### src/rtl/mux_16x1_scanner.sv
// Purpose: walks mux_16x1 select over the enabled channels of a latched mask and assembles the samples into one word.
// Latency: N enabled channels -> word_valid after N+1 edges from start (1 edge for an empty mask); one channel per cycle.
// Backpressure: word held with word_valid until word_ack; start is ignored (not queued) while scanning or holding.
//
// Ports:
//   clk, rst       single clock, synchronous active-high reset
//   start, mask    scan request and channel-enable mask (mask latched at accepted start)
//   mux_out        mux_16x1.data_out, sampled one edge after select is registered
//   select         registered channel select driven to mux_16x1
//   busy           high while scanning
//   word_out       assembled word, bit i = channel i sample, disabled bits 0
//   word_valid     word_out ready and stable
//   word_ack       consumer acknowledge, only honoured while word_valid
module mux_16x1_scanner (
    input  logic        clk,
    input  logic        rst,
    input  logic        start,
    input  logic [15:0] mask,
    input  logic        mux_out,
    output logic [3:0]  select,
    output logic        busy,
    output logic [15:0] word_out,
    output logic        word_valid,
    input  logic        word_ack
);

    typedef enum logic [1:0] {
        IDLE = 2'd0,
        SCAN = 2'd1,
        HOLD = 2'd2
    } state_t;

    state_t      state, state_nxt;
    logic [3:0]  select_nxt;
    logic [15:0] word_nxt;
    logic [15:0] mask_q, mask_nxt;

    logic [3:0]  first_idx;     // lowest set bit of the incoming mask
    logic [3:0]  next_idx;      // next set bit of the latched mask above select
    logic        next_found;

    // Scanning downward leaves the lowest matching index as the final assignment.
    always_comb begin
        first_idx = 4'd0;
        for (int i = 15; i >= 0; i--) begin
            if (mask[i]) begin
                first_idx = 4'(i);
            end
        end
    end

    always_comb begin
        next_idx   = 4'd0;
        next_found = 1'b0;
        for (int i = 15; i >= 0; i--) begin
            if (mask_q[i] && (4'(i) > select)) begin
                next_idx   = 4'(i);
                next_found = 1'b1;
            end
        end
    end

    always_comb begin
        state_nxt  = state;
        select_nxt = select;
        word_nxt   = word_out;
        mask_nxt   = mask_q;
        case (state)
            IDLE: begin
                select_nxt = 4'd0;
                if (start) begin
                    mask_nxt = mask;
                    word_nxt = 16'h0000;
                    if (mask != 16'h0000) begin
                        state_nxt  = SCAN;
                        select_nxt = first_idx;
                    end else begin
                        state_nxt = HOLD;
                    end
                end
            end
            SCAN: begin
                // mux_out reflects the select registered on the previous edge.
                word_nxt[select] = mux_out;
                if (next_found) begin
                    select_nxt = next_idx;
                end else begin
                    state_nxt  = HOLD;
                    select_nxt = 4'd0;
                end
            end
            HOLD: begin
                if (word_ack) begin
                    state_nxt = IDLE;
                end
            end
            default: begin
                state_nxt  = IDLE;
                select_nxt = 4'd0;
            end
        endcase
    end

    always_ff @(posedge clk) begin
        if (rst) begin
            state    <= IDLE;
            select   <= 4'd0;
            word_out <= 16'h0000;
            mask_q   <= 16'h0000;
        end else begin
            state    <= state_nxt;
            select   <= select_nxt;
            word_out <= word_nxt;
            mask_q   <= mask_nxt;
        end
    end

    assign busy       = (state == SCAN);
    assign word_valid = (state == HOLD);

endmodule

### config.mk
export PLATFORM = sky130hd
export DESIGN_NAME = mux_16x1_scanner
export DESIGN_NICKNAME = d
export VERILOG_FILES = /design/src/rtl/mux_16x1_scanner.sv
export SDC_FILE = /design/constraint.sdc
export NUM_CORES = 1
export LEC_CHECK = 0
export BUFFER_PORTS_ARGS = -buffer_cell sky130_fd_sc_hd__buf_2
export CORE_MARGIN = 2
export CORE_UTILIZATION = 50
export CTS_CLUSTER_DIAMETER = 100
export DETAILED_ROUTE_END_ITERATION = 10
export PLACE_DENSITY = 0.76
export SLEW_MARGIN = 10
export SYNTH_ARGS = -nofsm -noshare
export SYNTH_HDL_FRONTEND = slang
export SYNTH_SLANG_ARGS = --single-unit
### constraint.sdc
create_clock -name clk -period 1.6 [get_ports clk]
set_input_delay 0.4 -clock clk [delete_from_list [all_inputs] [get_ports clk]]
set_output_delay 0.4 -clock clk [all_outputs]
set_load 0.005 [all_outputs]
## After elaboration in Yosys (flattened, before gate mapping)

Cells that the tools add are included.
W data, S select, Z words.

| word-level totals | value |
|---|---|
| register bits after elaboration | 38 |
| output and inout port bits | 22 |
| word-level logic and storage cells | 112 |

| operators by class | value |
|---|---|
| magnitude comparators | 18 |
| equal/unequal tests | 5 |
| mux-type cells | 62 |
| reduce and logical (&&, ||, !) cells | 23 |

Operator list:

| operator | count |
|---|---|
| $mux W4 | 35 |
| $gt A4 B4 Y1 const A | 8 |
| $pmux W16 S2 | 1 |
| $logic_and A1 B1 Y1 | 17 |
| $mux W1 | 17 |
| $bwmux W16 | 1 |
| $gt A3 B4 Y1 const A | 4 |
| $mux W16 | 1 |
| $reduce_bool A16 Y1 | 1 |
| $pmux W4 S3 | 1 |
| $gt A1 B4 Y1 const A | 2 |
| $gt A2 B4 Y1 const A | 2 |
| $mux W2 | 4 |
| $pmux W2 S3 | 1 |
| $lt A4 B5 Y1 const B | 1 |
| $demux W1 S4 | 1 |
| $ge A4 B1 Y1 const B | 1 |
| $ne A2 B2 Y1 const B | 2 |
| $reduce_and A2 Y1 | 2 |
| $reduce_and A3 Y1 | 1 |
| $eq A2 B1 Y1 const B | 1 |
| $eq A2 B2 Y1 const B | 1 |
| $logic_not A2 Y1 | 1 |
| $ne A2 B1 Y1 const B | 1 |
| $reduce_bool A2 Y1 | 1 |

## Depth between registers and ports, before layout

Gate-level depths: netlist of run 1.

| depth | value |
|---|---|
| depth after elaboration | 20 |
| gate-level depth with buffers | 8 |
| mapped depth without buffers | 6 |

## Least setup slack after synthesis of run 1

Ideal clock, no wire load.

| timing | value |
|---|---|
| path kind | reg-to-reg |
| start | register select[2] |
| end | register select[1] |
| library setup time | 0.133 ns |
| arrival | 1.512 ns |
| data required time | 1.467 ns |
| path slack | -0.046 ns |
| cell stages (with the launch flop) | 9 |
| period minus slack after synthesis | 1.646 ns |
| path through | dfxtp_1 > buf_4 > buf_2 > o211ai_1 > o21ai_2 > nand4b_1 > o41a_1 > o211ai_1 > a31oi_1 |

| on the way | value |
|---|---|
| longest elaborated chain between the ends | 20 |
| elaborated cells on any way between the ends | 66 |

RTL lines:

| item | line | text |
|---|---|---|
| from (decl) | 20 | `output logic [3:0] select,` |
| from (signal assigned) | 112 | `select <= select_nxt;` |
| $gt A4 B4 Y1 | 56 | `if (mask_q[i] && (4'(i) > select)) begin` |
| $logic_and A1 B1 Y1 | 56 |  |
| $mux W4 or $mux W1 (tied branches) (16 in a row) | 56 |  |
| $mux W4 (*) | 85 | `if (next_found) begin` |
| $pmux W4 S3 (*) | 68 | `case (state)` |

Every way passes the cells marked *; elsewhere a longest branch is shown, timed or not.
A chain may end at the register's enable or synchronous reset.

## Worst setup path after layout of run 1

| timing | value |
|---|---|
| start | register select[0] |
| end | register select[1] |

Same word-level chain as after synthesis.

==> summary.txt, run 1 <==
Pint -> 1886 uW
Switching Share -> 0.3450
Setup TNS -> -1.099 ns
Leakage power -> 0.001424 uW
IO Count -> 43
Clock-pin transition on the worst setup and hold timing paths -> 0.08 ns
Hold endpoint -> mask_q[7]$_SDFFE_PP0P_
ANT cells -> 0
Starting Density -> 0.5117
Maximum clock rate -> 520.9 MHz
Setup WS post-layout -> -0.3199 ns
Min-delay src -> mask[7]
Logic pwr share -> 0.383
Via density -> 6.091
Area occupied by multi-input gates -> 0.001398 mm^2
Number of core rows -> 24
Clock Power Share -> 0.253
Fin Clk Skew -> 0.004333 ns
Final setup fails -> 6
Clock latency on the worst-skew pair -> 0.29 ns
Core area -> 0.004264 mm^2
Synthesized-area fraction occupied by and/or/nand/nor cells -> 0.3091
Failing checks -> negative setup slack
Commonest non-fill, non-tap cells in the layout -> 77 x buf_4, 46 x a21oi_1, 45 x nand2_1, 41 x buf_2, 33 x dfxtp_1
Worst setup EP type -> register
Max-slew headroom -> 0.7215
CTS tree -> done
Top_reg_cell synth -> dfxtp_1
Die width -> 70.06 um
Sequential cell area fraction in the yosys report -> 0.3394
CTS Buf Count -> 5
Syn nets -> 321
Mapped Area -> 0.002182 mm^2
Nets -> 428
Syn_area_per_cell -> 7.274 um^2
Critical Path Fanout Max -> 11
DRC Markers -> 0
Reg power frac -> 0.364
Number of synthesized flops with an enable pin -> 0
Yosys warning count -> 0
RR Startpoint -> select[0]$_SDFFE_PP0N_
Sw power -> 993.6 uW
Power per cell area -> 888.6 mW/mm^2
Clk sinks -> 37
GP Congestion -> 0.8590
Post-Synth XOR/XNOR Area -> 0
Placed insts -> 436
Worst EP required -> 1.76 ns
GR Overflow Total -> 0
Worst-Margin Slew -> 0.4140 ns
CTS Buffer Depth -> 2
Status -> complete, but fails checks
Max-cap viol count -> 0
Crit Path Class -> register to register
Layout cell share with drive strength beyond 1 -> 0.4167
FF-to-FF path depth -> 6
Global Route Usage Sum -> 0.2698
Mux contribution to synthesized area -> 0.004587
Routed Wire Length -> 8.033 mm
DR iter-0 viols -> 285
Mapped Cells -> 300
RSZ-0062 raised after global routing -> yes
Seq cells post-synth -> 37
Largest family of logic cells by synthesized area -> simple AND/OR/NAND/NOR gates
Compound-cell area share of the yosys netlist -> 0.2724
Initial antenna violation count -> 0
Die H -> 70.06 um
WP data arrival -> 2.08 ns
First-pass GRT wire length -> 10.65 mm
Hold Crit Class -> input pin to register
Most common library cell in the layout ignoring fill and taps -> buf_4
# hold bufs at CTS -> 0
Drt first pass iters -> 6
Root Buffer -> clkbuf_8
DRT antenna net count -> 0
PortBufs -> 42
Synth unique cells -> 55
Non-filler instance count after layout -> 460
Die area -> 0.004908 mm^2
Slew Limit Fails -> 0
Post-synth ARST share -> 0
Layout area overhead -> 48.51%
Tmin final -> 1.920 ns
R2r setup slk -> -0.32 ns
CTS H-Tree Depth -> 2
VDD IR max -> 0.5582 mV
Routed len/inst -> 17.46 um
Sequential Area -> 755.7 um^2
Largest net degree at the start of global routing -> 38
Via count -> 2802
Vias in the first global route -> 2321
Crit path launch type -> register
Hold Path Cell Cnt -> 3
Reg-to-reg critical path endpoint -> select[1]$_SDFFE_PP0N_
Dpl hpwl -> 4.626 mm
Tcrit/Tclk final -> 1.200
Synth Area in Adders -> 0
Final hold vios -> 0
Fillers -> 295
registers in the layout (all words and copies together) (netlist names):
register and cells:
word_out 16, mask_q 15, select 4, state 2
synthesized netlist by cell type (2+ instances only):
cell,n,area [um^2]
buf_4,4,30.03
nor2b_1,9,56.30
o21ai_0,11,55.05
a31oi_1,3,18.77
nand2b_1,8,50.05
o21ai_2,2,17.52
a211oi_1,2,15.01
and2_1,3,18.77
buf_6,2,22.52
nand4_1,12,75.07
a21oi_1,47,235.2
and4_1,2,17.52
o22ai_1,2,12.51
and3_1,3,18.77
buf_2,4,20.02
nor4_1,4,25.02
nand2_1,45,168.9
nor2_1,18,67.56
nand3_1,16,80.08
o211ai_1,3,22.52
a21boi_0,2,15.01
clkbuf_1,15,56.30
inv_1,7,26.28
dfxtp_1,37,740.7
or3_4,2,22.52
nor3_1,5,25.02
o31ai_1,4,30.03
per-layer routing:
layer	share of wire	vias to the layer above	wire, um	global-route usage
met5	0	-	0	0
met4	0.048	0	386	0.07692
met1	0.38	1305	3084	0.3282
met2	0.49	163	3951	0.4741
li1	-	1289	-	-
met3	0.076	45	611	0.06349
how the worst max path moves through the flow:
stage / from / endpoint / slack, ns / cells past startpoint
2_1_floorplan: state[0]$_SDFFE_PP0P_ / select[0]$_SDFFE_PP0N_ / -0.02 / 7
3_3_place_gp: mask[12] / select[0]$_SDFFE_PP0N_ / -0.20 / 8
3_5_place_dp: mask[12] / select[0]$_SDFFE_PP0N_ / -0.24 / 8
4_1_cts: select[1]$_SDFFE_PP0N_ / select[1]$_SDFFE_PP0N_ / -0.04 / 6
5_1_grt: select[1]$_SDFFE_PP0N_ / select[1]$_SDFFE_PP0N_ / -0.36 / 7
6_report: select[0]$_SDFFE_PP0N_ / select[1]$_SDFFE_PP0N_ / -0.32 / 6
through the flow:
| stage | setup WS (ns) | area (um^2) | power [uW] | utilization | hold WS [ns] |
|---|---|---|---|---|---|
| after CTS | -0.03739 | 3039 | 2667 | 0.7127 | 0.3880 |
| after global placement | -0.1953 | 2869 | 1884 | 0.6728 | 0.4535 |
| after floorplan | -0.01607 | 2215 | 1548 | - | 0.4325 |
| after detailed placement | -0.2448 | 2869 | 1904 | 0.6728 | 0.4576 |
| final | -0.3199 | 3241 | 2880 | 0.7600 | 0.3903 |
| after global routing | -0.3561 | 3241 | 3000 | 0.7600 | 0.3971 |
cells by family after synthesis:
kind of cell | Yosys count
compound gates | 95
mux | 1
simple gates | 133
buf+inv | 34
flops | 37
power groups by stage:
| stage | Combinational, uW | Sequential [uW] | Clock, uW |
|---|---|---|---|
| floorplan | 513 | 1030 | 0 |
| global placement | 821 | 1060 | 0 |
| detailed placement | 839 | 1070 | 0 |
| CTS | 885 | 1040 | 738 |
| global route | 1170 | 1050 | 779 |
| finish | 1100 | 1050 | 727 |
worst max-delay path: stages, from the launching register on:
cell and delay (ns):
dfxtp_4 0.45, a21oi_1 0.16, o22ai_2 0.22, nand4b_1 0.17
o41a_1 0.48, o211ai_1 0.16, a31oi_1 0.13
final cells by class:
cell class	count	area share
multi-input cells	229	0.4313
flip-flops and latches	37	0.2332
clock buffers	7	0.02973
well taps	52	0.02008
inverters	8	0.009266
clock inverters	1	0.001544
repair buffers	126	0.2749
repair_timing:
action,in CTS,in global routing
resized for setup,15,30
setup buffers,5,11
cloned,0,0
setup endpoints to repair,7,10
pin swaps,3,10
(Power assumes the default switching activity.)
==> run 2: changes to the inputs <==
--- a/config.mk
+++ b/config.mk
@@ -6,11 +6,15 @@
 export NUM_CORES = 1
 export LEC_CHECK = 0
 export BUFFER_PORTS_ARGS = -buffer_cell sky130_fd_sc_hd__buf_2
+export CAP_MARGIN = 30
+export CELL_PAD_IN_SITES_DETAIL_PLACEMENT = 0
+export CELL_PAD_IN_SITES_GLOBAL_PLACEMENT = 1
+export CORE_ASPECT_RATIO = 2
 export CORE_MARGIN = 2
-export CORE_UTILIZATION = 50
+export CORE_UTILIZATION = 35
 export CTS_CLUSTER_DIAMETER = 100
 export DETAILED_ROUTE_END_ITERATION = 10
-export PLACE_DENSITY = 0.76
+export PLACE_DENSITY_LB_ADDON = 0.1
 export SLEW_MARGIN = 10
 export SYNTH_ARGS = -nofsm -noshare
 export SYNTH_HDL_FRONTEND = slang
==> run 2 against run 1 <==
The run still ends with negative setup slack left; clock-buffer cell count fell by 1; clock power rose by 30%; wire length fell by 10%; setup slack improved by 0.22 ns; sequential cell count did not move; sequential share of layout area rose by 0.72 points; utilization fell by 24 points; total power rose by 0.32%; cell count rose by 0.65%; critical path type unchanged; largest power group is now sequential cells; highest routed layer unchanged.
==> summary.txt, run 2 (same netlist as run 1, synthesis figures left out) <==
Layout cell share with drive strength beyond 1 -> 0.3775 (was 0.4167)
WP data arrival -> 1.85 ns (was 2.08 ns)
Biggest register -> word_out (unchanged)
Critical Path Fanout Max -> 6 (was 11)
Starting Density -> 0.3633 (was 0.5117)
Hold Crit Class -> input pin to register (unchanged)
Die H -> 115.7 um (was 70.06 um)
Crit Path Class -> register to register (unchanged)
Max reg flops -> 16 (unchanged)
Placed cell areas -> 0.002885 mm^2 (was 0.002869 mm^2)
Crit path launch type -> register (unchanged)
Max-cap viol count -> 0 (unchanged)
Metal-1 WL -> 2.570 mm (was 3.084 mm)
Met3 wire len -> 194 um (was 611 um)
Status -> complete, but fails checks (unchanged)
Dpl hpwl -> 5.708 mm (was 4.626 mm)
Fin Clk Skew -> 0.001925 ns (was 0.004333 ns)
Number of core rows -> 40 (was 24)
Routed len/inst -> 15.62 um (was 17.46 um)
Vias in the first global route -> 2517 (was 2321)
Fillers -> 613 (was 295)
Sw power -> 925.4 uW (was 993.6 uW)
Final setup fails -> 5 (was 6)
CTS tree -> done (unchanged)
PortBufs -> 42 (unchanged)
Slew Limit Fails -> 0 (unchanged)
Worst setup EP type -> register (unchanged)
DR iter-0 viols -> 126 (was 285)
DRC Markers -> 0 (unchanged)
Layout area overhead -> 44.04% (was 48.51%)
Worst EP required -> 1.75 ns (was 1.76 ns)
Sequential Area -> 755.7 um^2 (unchanged)
Tmin final -> 1.704 ns (was 1.920 ns)
Initial antenna violation count -> 0 (unchanged)
First-pass GRT wire length -> 11.78 mm (was 10.65 mm)
Area occupied by multi-input gates -> 0.001331 mm^2 (was 0.001398 mm^2)
Core area -> 0.006006 mm^2 (was 0.004264 mm^2)
Largest registers -> word_out: 16 flops, mask_q: 15 flops, select: 4 flops (unchanged)
Via density -> 5.397 (was 6.091)
Commonest non-fill, non-tap cells in the layout -> 71 x buf_4, 46 x a21oi_1, 44 x nand2_1, 42 x buf_2, 33 x dfxtp_1 (was 77 x buf_4, 46 x a21oi_1, 45 x nand2_1, 41 x buf_2, 33 x dfxtp_1)
Hold WS -> 0.4242 ns (was 0.3903 ns)
RSZ-0062 raised after global routing -> yes (unchanged)
Maximum clock rate -> 586.8 MHz (was 520.9 MHz)
Met2 wire len -> 4.305 mm (was 3.951 mm)
Final hold vios -> 0 (unchanged)
Overall Power -> 2889 uW (was 2880 uW)
CTS Buf Count -> 5 (unchanged)
Global Route Usage Sum -> 0.2281 (was 0.2698)
Die width -> 59.83 um (was 70.06 um)
Clock-pin transition on the worst setup and hold timing paths -> 0.05 ns (was 0.08 ns)
Post-route cell area -> 0.003143 mm^2 (was 0.003241 mm^2)
Worst-Margin Slew -> 0.4105 ns (was 0.4140 ns)
Logic pwr share -> 0.311 (was 0.383)
DP Worst Slack -> -0.2190 ns (was -0.2448 ns)
Leakage power -> 0.001362 uW (was 0.001424 uW)
Power per cell area -> 919.2 mW/mm^2 (was 888.6 mW/mm^2)
Setup WS post-layout -> -0.1042 ns (was -0.3199 ns)
Largest net degree at the start of global routing -> 24 (was 38)
Setup TNS -> -0.2954 ns (was -1.099 ns)
Max-slew headroom -> 0.7228 (was 0.7215)
DRT antenna net count -> 0 (unchanged)
Routed Wire Length -> 7.230 mm (was 8.033 mm)
Clock Power Share -> 0.328 (was 0.253)
Via count -> 2499 (was 2802)
Reg power frac -> 0.361 (was 0.364)
VDD IR max -> 0.5642 mV (was 0.5582 mV)
Switching Share -> 0.3203 (was 0.3450)
GP Congestion -> 0.9380 (was 0.8590)
Drt first pass iters -> 4 (was 6)
Clk sinks -> 37 (unchanged)
IO Count -> 43 (unchanged)
# hold bufs at CTS -> 0 (unchanged)
Root Buffer -> clkbuf_16 (was clkbuf_8)
Die area -> 0.006920 mm^2 (was 0.004908 mm^2)
Nets -> 420 (was 428)
CTS Buffer Depth -> 2 (unchanged)
GR Overflow Total -> 0 (unchanged)
Tcrit/Tclk final -> 1.065 (was 1.200)
ANT cells -> 0 (unchanged)
Most common library cell in the layout ignoring fill and taps -> buf_4 (unchanged)
CTS H-Tree Depth -> 2 (unchanged)
Max layer used -> met4 (unchanged)
Failing checks -> negative setup slack (unchanged)
Clock latency on the worst-skew pair -> 0.28 ns (was 0.29 ns)
Pint -> 1964 uW (was 1886 uW)
-- run 2: cell types whose count changed in the layout (fill, tap and decap cells not counted), sizes merged --
cell,change
buf,-8
clkinv,+1
clkbuf,-1
-- run 2: per-stage QoR --
stage | std cells | util
2_1_floorplan | 300 | -
3_3_place_gp | 449 | 0.4804
3_5_place_dp | 449 | 0.4804
4_1_cts | 462 | 0.5206
5_1_grt | 463 | 0.5233
6_report | 463 | 0.5233
-- run 2: worst paths after layout --
kind	start	to	slack, ns	cells past startpoint
min	rst	mask_q[2]$_SDFFE_PP0P_	0.42	2
min reg2reg	word_out[1]$_SDFFE_PP0P_	word_out[1]$_SDFFE_PP0P_	0.46	2
max reg2reg	select[1]$_SDFFE_PP0N_	select[1]$_SDFFE_PP0N_	-0.10	7
max	select[1]$_SDFFE_PP0N_	select[1]$_SDFFE_PP0N_	-0.10	7
-- run 2: what timing repair did --
action | CTS | global route
setup buffers | 5 | 1
endpoints found under the setup margin | 7 | 6
resized for setup | 22 | 2
pin swaps | 7 | 1
-- run 2: final cells by class --
class	instances	share of cell area
flip-flops and latches	37	0.2404
well taps	63	0.02508
multi-input cells	229	0.4236
inverters	8	0.009554
repair buffers	118	0.2572
clock inverters	2	0.003185
clock buffers	6	0.04100
-- run 2: power by group through the flow --
stage / registers, uW / clock network (uW) / logic [uW]
floorplan: 1030 / 0 / 513
global placement: 1060 / 0 / 848
detailed placement: 1060 / 0 / 848
CTS: 1040 / 972 / 903
global route: 1050 / 1010 / 995
finish: 1040 / 948 / 899
-- run 2: critical path, stage by stage, from the launching register on --
cell and delay [ns]:
dfxtp_4 0.39, buf_6 0.12, o21ai_2 0.06, a31oi_2 0.26, inv_1 0.07, o41a_1 0.44
o211ai_1 0.12, a31oi_1 0.11
-- run 2: per-layer routing --
| metal | GRT usage | vias up |
|---|---|---|
| met5 | 0 | - |
| met4 | 0.09778 | 0 |
| met3 | 0.03906 | 12 |
| met2 | 0.4507 | 49 |
| met1 | 0.2135 | 1155 |
| li1 | - | 1283 |
==> run 3: changes to the inputs <==
==> constraint.sdc (replaced) <==
create_clock -name clk -period 1.4 [get_ports clk]
set_input_delay 0.35 -clock clk [delete_from_list [all_inputs] [get_ports clk]]
set_output_delay 0.35 -clock clk [all_outputs]
set_load 0.005 [all_outputs]
==> run 3 against run 2 <==
The flow still finishes with violations (negative setup slack); setup slack worse by 0.22 ns; clock-buffer cell count increased by 1; wire length rose by 4.4%; clock power up 18%; first-iteration DRC count is 2.4% lower; largest cell class unchanged.
==> summary.txt, run 3 (same netlist as run 1, synthesis figures left out) <==
Status -> complete, but fails checks (unchanged)
Failing checks -> negative setup slack (unchanged)
FF-to-FF path depth -> 7 (unchanged)
Hold WS -> 0.2931 ns (was 0.4242 ns)
First-pass GRT wire length -> 11.57 mm (was 11.78 mm)
Fillers -> 635 (was 613)
Logic pwr share -> 0.345 (was 0.311)
Worst setup EP type -> register (unchanged)
Drt first pass iters -> 4 (unchanged)
ANT cells -> 0 (unchanged)
Setup TNS -> -1.963 ns (was -0.2954 ns)
Number of core rows -> 40 (unchanged)
Worst-Margin Slew -> 0.3750 ns (was 0.4105 ns)
Max reg flops -> 16 (unchanged)
Root Buffer -> clkbuf_16 (unchanged)
CTS H-Tree Depth -> 2 (unchanged)
GP Congestion -> 0.8812 (was 0.9380)
Reg power frac -> 0.338 (was 0.361)
Global Route Usage Sum -> 0.2235 (was 0.2281)
Commonest non-fill, non-tap cells in the layout -> 74 x buf_4, 45 x nand2_1, 39 x a21oi_1, 39 x buf_2, 33 x dfxtp_1 (was 71 x buf_4, 46 x a21oi_1, 44 x nand2_1, 42 x buf_2, 33 x dfxtp_1)
Tmin final -> 1.726 ns (was 1.704 ns)
Largest net degree at the start of global routing -> 24 (unchanged)
Nets -> 431 (was 420)
Tcrit/Tclk final -> 1.233 (was 1.065)
DRC Markers -> 0 (unchanged)
Clock-pin transition on the worst setup and hold timing paths -> 0.05 ns (about the same)
# hold bufs at CTS -> 0 (unchanged)
Initial antenna violation count -> 0 (unchanged)
Clock Power Share -> 0.317 (was 0.328)
WP data arrival -> 1.89 ns (was 1.85 ns)
Max-cap viol count -> 0 (unchanged)
Dpl hpwl -> 5.607 mm (was 5.708 mm)
Layout cell share with drive strength beyond 1 -> 0.4390 (was 0.3775)
DRT antenna net count -> 0 (unchanged)
Via density -> 5.520 (was 5.397)
Starting Density -> 0.3633 (unchanged)
Final hold vios -> 0 (unchanged)
Routed Wire Length -> 7.547 mm (was 7.230 mm)
Largest registers -> word_out: 16 flops, mask_q: 15 flops, select: 4 flops (unchanged)
Crit Path Class -> register to register (unchanged)
CTS Buf Count -> 5 (unchanged)
Worst EP required -> 1.57 ns (was 1.75 ns)
VDD IR max -> 0.6164 mV (was 0.5642 mV)
Die width -> 59.83 um (unchanged)
Die area -> 0.006920 mm^2 (unchanged)
RR Startpoint -> select[3]$_SDFFE_PP0N_ (was select[1]$_SDFFE_PP0N_)
Max-slew headroom -> 0.7436 (was 0.7228)
Worst Setup EP -> state[0]$_SDFFE_PP0P_ (was select[1]$_SDFFE_PP0N_)
Hold Crit Class -> input pin to register (unchanged)
Switching Share -> 0.3185 (was 0.3203)
Biggest register -> word_out (unchanged)
Core area -> 0.006006 mm^2 (unchanged)
R2r setup slk -> -0.33 ns (was -0.10 ns)
CTS tree -> done (unchanged)
GR Overflow Total -> 0 (unchanged)
Most common library cell in the layout ignoring fill and taps -> buf_4 (unchanged)
RSZ-0062 raised after global routing -> yes (unchanged)
Layout area overhead -> 54.24% (was 44.04%)
Via count -> 2611 (was 2499)
CTS Buffer Depth -> 2 (unchanged)
Critical Path Fanout Max -> 8 (was 6)
PortBufs -> 42 (unchanged)
Setup WS post-layout -> -0.3258 ns (was -0.1042 ns)
Setup crit start -> select[3]$_SDFFE_PP0N_ (was select[1]$_SDFFE_PP0N_)
DR iter-0 viols -> 123 (was 126)
Power per cell area -> 1047 mW/mm^2 (was 919.2 mW/mm^2)
IO Count -> 43 (unchanged)
Leakage power -> 0.001437 uW (was 0.001362 uW)
Sw power -> 1123 uW (was 925.4 uW)
Vias in the first global route -> 2533 (was 2517)
Clk sinks -> 37 (unchanged)
Placed cell areas -> 0.002925 mm^2 (was 0.002885 mm^2)
Die H -> 115.7 um (unchanged)
Overall Power -> 3524 uW (was 2889 uW)
Clock latency on the worst-skew pair -> 0.28 ns (about the same)
Crit path launch type -> register (unchanged)
Slew Limit Fails -> 0 (unchanged)
Maximum clock rate -> 579.4 MHz (was 586.8 MHz)
Pint -> 2402 uW (was 1964 uW)
Fin Clk Skew -> 0.003315 ns (was 0.001925 ns)
Routed len/inst -> 15.96 um (was 15.62 um)
Final setup fails -> 8 (was 5)
Reg-to-reg critical path endpoint -> state[0]$_SDFFE_PP0P_ (was select[1]$_SDFFE_PP0N_)
Post-route cell area -> 0.003366 mm^2 (was 0.003143 mm^2)
## run 3: layer usage
metal	global-route usage	share of wire	vias up
met5	0	0	-
met4	0.1348	0.041	0
met3	0.04018	0.031	21
met2	0.4312	0.59	69
met1	0.1999	0.34	1221
li1	-	-	1300
## run 3: worst min path at each step
stage / from / endpoint / slack, ns / cells past startpoint
6_report: rst / state[1]$_SDFFE_PP0P_ / 0.29 / 2
5_1_grt: rst / state[1]$_SDFFE_PP0P_ / 0.31 / 2
4_1_cts: rst / state[1]$_SDFFE_PP0P_ / 0.29 / 2
3_5_place_dp: mask_q[10]$_SDFFE_PP0P_ / mask_q[10]$_SDFFE_PP0P_ / 0.46 / 2
3_3_place_gp: mask_q[10]$_SDFFE_PP0P_ / mask_q[10]$_SDFFE_PP0P_ / 0.45 / 2
2_1_floorplan: mask_q[10]$_SDFFE_PP0P_ / mask_q[10]$_SDFFE_PP0P_ / 0.43 / 2
## run 3: layout make-up
| type | instances | area (um^2) | share of cell area |
|---|---|---|---|
| clock buffer | 7 | 142.6 | 0.04238 |
| inverter | 8 | 30.03 | 0.008922 |
| multi-input combinational | 229 | 1420 | 0.4219 |
| sequential | 37 | 755.7 | 0.2245 |
| tap | 63 | 78.83 | 0.02342 |
| timing repair buffer | 129 | 938.4 | 0.2788 |
## run 3: worst max-delay path, cell delays in order (launching register included)
cell	delay [ns]
dfxtp_4	0.40
and3_4	0.20
a21oi_2	0.07
nand4b_1	0.22
o41a_1	0.45
buf_4	0.16
nor2_2	0.06
nor3_1	0.04
## run 3: through the flow
stage               worst slack [ns]  std cells    util
floorplan                    -0.1965        300       -
global placement             -0.3694        454  0.4871
detailed placement           -0.3916        454  0.4871
CTS                          -0.3097        464  0.5200
global route                 -0.3799        473  0.5604
finish                       -0.3258        473  0.5604
## run 3: timing repair
item,CTS,global route
resized for setup,12,55
pin swaps,2,12
endpoints found under the hold margin,0,0
setup buffers,3,11
endpoints found under the setup margin,10,22
## run 3: power by group through the flow
stage          combinational [uW]  sequential [uW]  clock (uW)
4_1_cts                      1050             1200        1150
2_1_floorplan                 601             1180           0
3_5_place_dp                 1000             1220           0
5_1_grt                      1320             1200        1180
6_report                     1220             1190        1120
3_3_place_gp                 1000             1220           0
